## src/rtl/pipeline_ctrl.sv

```systemverilog
// Hazard/sequencing controller: load-use stalls, branch redirects, WOS accelerator wait, halt.
// Latency: all control outputs are combinational (same cycle); state, counters, error flag registered.
// Backpressure: holds fetch/ID (stall) and ID/EX+EX/MEM (hold_ex) while waiting on the accelerator.
module pipeline_ctrl #(
  parameter int ACC_TIMEOUT = 1024,
  parameter int CNT_W       = 32
) (
  input  logic             clk,
  input  logic             rst,
  input  logic [4:0]       id_rs1,
  input  logic [4:0]       id_rs2,
  input  logic             id_uses_rs1,
  input  logic             id_uses_rs2,
  input  logic [4:0]       ex_rd,
  input  logic             ex_mem_read,
  input  logic             ex_branch_taken,
  input  logic [31:0]      ex_target,
  input  logic             ex_wos_op,
  input  logic             acc_done,
  input  logic             halt_req,
  output logic             pc_sel,
  output logic [31:0]      jmp_addr,
  output logic             stall,
  output logic             flush,
  output logic             bubble_ex,
  output logic             hold_ex,
  output logic             acc_start,
  output logic             acc_error,
  output logic             halted,
  output logic [CNT_W-1:0] stall_cnt
);

  localparam int WAIT_W = (ACC_TIMEOUT > 1) ? $clog2(ACC_TIMEOUT) : 1;
  localparam logic [WAIT_W-1:0] WAIT_LAST = WAIT_W'(ACC_TIMEOUT - 1);

  localparam logic [1:0] ST_RUN      = 2'd0;
  localparam logic [1:0] ST_ACC_WAIT = 2'd1;
  localparam logic [1:0] ST_HALT     = 2'd2;

  logic [1:0]        state_q, state_d;
  logic [WAIT_W-1:0] wait_q;
  logic              acc_err_q;
  logic [CNT_W-1:0]  stall_cnt_q;

  logic load_use, wait_expired;
  logic pc_sel_c, flush_c, stall_c, bubble_c, hold_c, start_c;

  // Load in EX feeding a source register of the ID instruction (x0 never hazards).
  always_comb begin
    load_use = ex_mem_read && (ex_rd != 5'd0) &&
               ((id_uses_rs1 && (id_rs1 == ex_rd)) ||
                (id_uses_rs2 && (id_rs2 == ex_rd)));
  end

  assign wait_expired = (wait_q == WAIT_LAST);

  // Next-state and control decode; branch outranks everything because it squashes ID.
  always_comb begin
    state_d  = state_q;
    pc_sel_c = 1'b0;
    flush_c  = 1'b0;
    stall_c  = 1'b0;
    bubble_c = 1'b0;
    hold_c   = 1'b0;
    start_c  = 1'b0;
    case (state_q)
      ST_RUN: begin
        if (ex_branch_taken) begin
          pc_sel_c = 1'b1;
          flush_c  = 1'b1;
          bubble_c = 1'b1;
        end else if (halt_req) begin
          stall_c  = 1'b1;
          bubble_c = 1'b1;
          state_d  = ST_HALT;
        end else if (ex_wos_op) begin
          start_c = 1'b1;
          stall_c = 1'b1;
          hold_c  = 1'b1;
          state_d = ST_ACC_WAIT;
        end else if (load_use) begin
          stall_c  = 1'b1;
          bubble_c = 1'b1;
        end
      end
      ST_ACC_WAIT: begin
        // EX is frozen, so its branch/halt status is stale and ignored here.
        if (acc_done || wait_expired) begin
          state_d = ST_RUN;
        end else begin
          stall_c = 1'b1;
          hold_c  = 1'b1;
        end
      end
      ST_HALT: begin
        stall_c  = 1'b1;
        bubble_c = 1'b1;
      end
      default: state_d = ST_RUN;
    endcase
  end

  // State, accelerator wait counter, sticky timeout flag.
  always_ff @(posedge clk or posedge rst) begin
    if (rst) begin
      state_q   <= ST_RUN;
      wait_q    <= '0;
      acc_err_q <= 1'b0;
    end else begin
      state_q <= state_d;
      if (state_q == ST_ACC_WAIT && !wait_expired) wait_q <= wait_q + WAIT_W'(1);
      else                                         wait_q <= '0;
      if (state_q == ST_ACC_WAIT && wait_expired && !acc_done) acc_err_q <= 1'b1;
    end
  end

  // Saturating count of cycles in which fetch was stalled.
  always_ff @(posedge clk or posedge rst) begin
    if (rst) stall_cnt_q <= '0;
    else if (stall_c && (stall_cnt_q != {CNT_W{1'b1}})) stall_cnt_q <= stall_cnt_q + CNT_W'(1);
  end

  // Reset forces every output low, including the otherwise pass-through target.
  assign pc_sel    = pc_sel_c & ~rst;
  assign flush     = flush_c  & ~rst;
  assign stall     = stall_c  & ~rst;
  assign bubble_ex = bubble_c & ~rst;
  assign hold_ex   = hold_c   & ~rst;
  assign acc_start = start_c  & ~rst;
  assign acc_error = acc_err_q & ~rst;
  assign halted    = (state_q == ST_HALT) & ~rst;
  assign jmp_addr  = rst ? 32'd0 : ex_target;
  assign stall_cnt = stall_cnt_q;

endmodule

```

## config.mk

```make
export PLATFORM = sky130hd
export DESIGN_NAME = pipeline_ctrl
export DESIGN_NICKNAME = d
export VERILOG_FILES = /design/src/rtl/pipeline_ctrl.sv
export SDC_FILE = /design/constraint.sdc
export NUM_CORES = 1
export LEC_CHECK = 0
export ABC_CLOCK_PERIOD_IN_PS = 2200
export CORE_UTILIZATION = 24
export CTS_BUF_LIST = sky130_fd_sc_hd__clkbuf_2 sky130_fd_sc_hd__clkbuf_4 sky130_fd_sc_hd__clkbuf_8
export CTS_CLUSTER_DIAMETER = 100
export CTS_CLUSTER_SIZE = 8
export DETAILED_ROUTE_END_ITERATION = 6
export GPL_TIMING_DRIVEN = 1
export RECOVER_POWER = 100
export SYNTH_ARGS = -nofsm -noshare
export SYNTH_HDL_FRONTEND = slang
export SYNTH_SLANG_ARGS = --single-unit
```

## constraint.sdc

```tcl
create_clock -name clk -period 2.2 [get_ports clk]
set_input_delay 0.44 -clock clk [delete_from_list [all_inputs] [get_ports clk]]
set_output_delay 0.44 -clock clk [all_outputs]
set_load 0.02 [all_outputs]
```

== Word level (Yosys, flattened, before mapping) ==
Index checks and enable logic that the tools add are counted.
Storage, ports and cells
  output and inout bits: 72
  register bits: 45
Operators by class
  reduce and logical (&&, ||, !) cells: 15
  multiplexer cells: 24
  equality and inequality tests: 9
  $add $sub $neg: 2
  bitwise operators: 9
Operator list (count)
  $add 32x1->32 const B: 1
  $mux 32: 1
  $ne 32x32->1 const B: 1
  $mux 1: 14
  $add 10x1->10 const B: 1
  $eq 10x10->1 const B: 1
  $eq 5x5->1: 2
  $mux 10: 1
  $logic_and 1x1->1: 8
  $mux 2: 4
  $and 1x1->1: 7
  $pmux 2 s3: 1
  $reduce_bool 5->1: 1
  $ne 2x2->1 const B: 2
  $pmux 1 s2: 2
  $reduce_and 4->1: 1
  $ne 3x3->1 const B: 1
  $pmux 1 s3: 1
  $eq 2x1->1 const B: 1
  $eq 2x2->1 const B: 1
  $logic_not 1->1: 2
  $logic_not 2->1: 1
  $logic_or 1x1->1: 2
  $not 1->1: 2

== Depth between registers and ports, before layout ==
  depth after elaboration: 10
  gate-level depth with buffers: 8
  mapped depth without buffers: 7

== Worst setup path after synthesis ==
OpenSTA, ideal clock, no wires.
  path kind: in2out
  start point: input port ex_rd[1]
  end point: output port stall
  arrival time: 1.701 ns
  stages on the path: 6
  path buffers: 1
  data required time: 1.760 ns
  setup slack: 0.059 ns
  cell sequence: or4_1 -> o21ai_1 -> nor4_2 -> a21oi_4 -> buf_4 -> nor2_1
Between the ends
  longest elaborated chain between the ends: 10
  elaborated cells between the ends (all ways): 14
  those cells by class: 2 x eq/ne; 5 x mux; 1 x bitwise; 6 x reduce/logical
RTL lines
  start: declaration: line 14  | input logic [4:0] ex_rd,
  $eq 5x5->1 (on tied branches): line 51, 52
  $logic_and 1x1->1 (on tied branches): line 51, 52
  $logic_or 1x1->1: line 51  | ((id_uses_rs1 && (id_rs1 == ex_rd)) ||
  $logic_and 1x1->1 *: line 50  | load_use = ex_mem_read && (ex_rd != 5'd0) &&
  $mux 1 *: line 81  | end else if (load_use) begin
  $mux 1 *: line 76  | end else if (ex_wos_op) begin
  $mux 1 *: line 72  | end else if (halt_req) begin
  $mux 1 *: line 68  | if (ex_branch_taken) begin
  $pmux 1 s3 *: line 66  | case (state_q)
  $and 1x1->1 *: line 126  | assign stall = stall_c & ~rst;
  end: declaration: line 23  | output logic stall,
Mark *: on every way between the ends. The rest lies on a longest branch, timed or not.

== Worst setup path in the final report ==
  start point: input port halt_req
  end point: output port stall
Between the ends
  longest elaborated chain between the ends: 4
RTL lines
  start: declaration: line 20  | input logic halt_req,
  $mux 1: line 72
  $mux 1: line 68
  $pmux 1 s3: line 66
  $and 1x1->1: line 126
No other way between the ends.

==> metrics.yaml <==
status: "finished with violations"
violations: "setup timing"
grt.overflow.total: 0
numCtsBuffers: 5
drc: 0
worstPathMaxFanout: 3
ctsHoldBuffers: 0
grt_pass1_vias: 2682
dieWidth_um: 108.8
cp.buffers_inverters: 2
drt_pass1_iterations: 4
fin_crit_ns: 2.289
finalNonFillerCells: 587
finalHoldWorstSlack_ns: 0.3839
area_growth_pct: 70.20
place_congestion: 0.7157
hp-class: "input pin to asynchronous set/reset pin"
synth_nets: 335
setup_tns_ns: -0.08940
synth_area_leader_cell: "dfrtp_1"
ys_seq_elements: 45
ys_seq_area_frac: 0.4113
cellLeakagePower_nw: 2.060
cp.required_ns: 1.76
place_area_um2: 4448
htreeDepth: 2
core_area_um2: 10980
skew_ns: 0.01076
grt_start_max_net_pins: 44
clk_pin_slew_worst_paths_ns: 0.09
grt_first_pass_wirelength_um: 12570
routed_wl_um: 8151
syn-instance-count: 277
rows: 38
start_kind: "input pin"
critPathCaptureType: "output pin"
rsz0062_at_grt: "yes"
worstPathCellList: "clkdlybuf4s50_1 -> or2_2 -> a21oi_2 -> o2bb2ai_4 -> a21oi_4 -> nor2_1 -> buf_4"
wl_per_cell_um: 13.89
critical_path.top_delay_family: "buffers and inverters"
num-fill-cells: 1111
dp.cells: 575
hold_viol_final: 0
top_layer_used: "met4"
period_share: 1.041
clk-insertion-delay-late_ns: 0.29
first_iter_violations: 70
synthTopCellsByArea: "dfrtp_1, xor2_1, nor2b_1"
yosysTopAreaCellShare: 0.4113
num_vias: 2650
slowest_stage: "clkdlybuf4s50_1"
setup_viol: 1
slew_headroom: 0.2851
power.density_nw_per_um2: 542.9
drive_above_1_share: 0.2640
total_power_mw: 2.529
timing.final.ws_setup_ns: -0.08940
dp_slack_ns: -0.7712
avgSynthCellArea_um2: 9.883
layout_commonest_cell: "clkdlybuf4s50_1"
wl_met1_um: 3168
cpPeakStageDelay_ns: 0.46
layout_common_cells: "clkdlybuf4s50_1, buf_4, dfrtp_1"
die-area_um2: 11840
multi_input_area_um2: 1653
dr_wl_met3_um: 489
final_core_util: 0.4242
worstMarginPinSlew_ns: 1.072
met2_length_um: 4442
cts_root_buffer: "clkbuf_8"
die_h_um: 108.8
arrival_ns: 1.85
stdcell_area_um2: 4659
dpl.hpwl_um: 6240
viasPerCell: 4.514
grt_antenna_before_repair: 0
initial_utilization: 0.2493
io_buffers: 127
io_pins: 128
slew_violations: 0
crit_type: "input pin to output pin"
max_cap_violations: 0
fin_nets: 504
cts_buffer_depth: 2
synth_cell_types: 47
grt_usage: 0.1365
register_area_um2: 1126
synth_warnings: 0
peakVddDrop_uv: 246.0
synthesis.area_um2: 2738
diodes: 0
drt.antenna.violating_nets: 0
cts_sinks: 45
timing.fmax_mhz: 436.8
cts_tree: "done"
-- synthesized netlist by cell type, drive strengths merged --
cell and count:
nor3b 1, buf 9, nor3 8, nor4b 8
nor2b 32, dfrtp 45, and2 1, or3 2
o2bb2ai 1, xor2 34, xnor2 13, mux2 1
o21ai 3, or4 4, ha 2, nand2b 3
a211oi 2, inv 6, nand3b 1, a21oi 5
o22ai 1, o31ai 1, and3 5, nor4 16
clkbuf 4, or2 3, nor2 20, nand2 20
nand3 13, and4 6, nand4 7
-- tightest hold or removal path, delay by kind of cell --
family                 cells  cell delay, ns
buffers and inverters      4            0.59
-- layer usage --
layer / up-vias / global-route usage
met5: - / 0
met4: 0 / 0.02896
met3: 5 / 0.03407
met2: 100 / 0.2595
met1: 1251 / 0.1517
li1: 1294 / -
-- final timing paths --
path | startpoint | end | slack [ns] | cells past startpoint
setup / recovery | halt_req | stall | -0.09 | 7
max in group asynchronous | rst | stall_cnt[4] | 0.58 | 5
setup reg to reg | wait_q[0] | stall_cnt[26] | 0.10 | 10
min in group clk | acc_err_q | acc_err_q | 0.46 | 2
hold / removal | rst | state_q[0] | 0.38 | 4
hold reg to reg | acc_err_q | acc_err_q | 0.46 | 2
-- flip-flops by register name, indices dropped and copies added (netlist names) --
register / flops
wait_q: 10
state_q: 2
stall_cnt: 32
acc_err_q: 1
-- kinds of logic after synthesis --
logic type | count (synthesis) | share of synthesized area
buffers and inverters | 19 | 0.04158
flip-flops | 45 | 0.4113
AND/OR/NAND/NOR | 150 | 0.3510
multiplexers | 1 | 0.004113
AO/OA/AOI/OAI | 13 | 0.03245
XOR/XNOR | 47 | 0.1504
adder cells (fa/ha/maj) | 2 | 0.009139
-- final cells by class --
type / count / area share
multi-input combinational: 213 / 0.3547
timing repair buffer: 175 / 0.3416
sequential: 45 / 0.2417
tap: 140 / 0.03759
clock buffer: 7 / 0.01799
inverter: 6 / 0.004834
clock inverter: 1 / 0.001611
-- report_power, final --
| group | switching, mW | leakage (nW) | internal (mW) |
|---|---|---|---|
| clock network | 0.276 | 0.0453 | 0.250 |
| logic | 0.461 | 1.44 | 0.479 |
| registers | 0.130 | 0.570 | 0.935 |
-- timing repair --
| action | 4_1_cts | 5_1_grt |
|---|---|---|
| setup buffers | 0 | 3 |
| cloned | 0 | 1 |
| gates resized for setup | 92 | 36 |
| setup endpoints to repair | 72 | 46 |
| pin swaps | 4 | 17 |
Power figures use the tool's default switching activity.
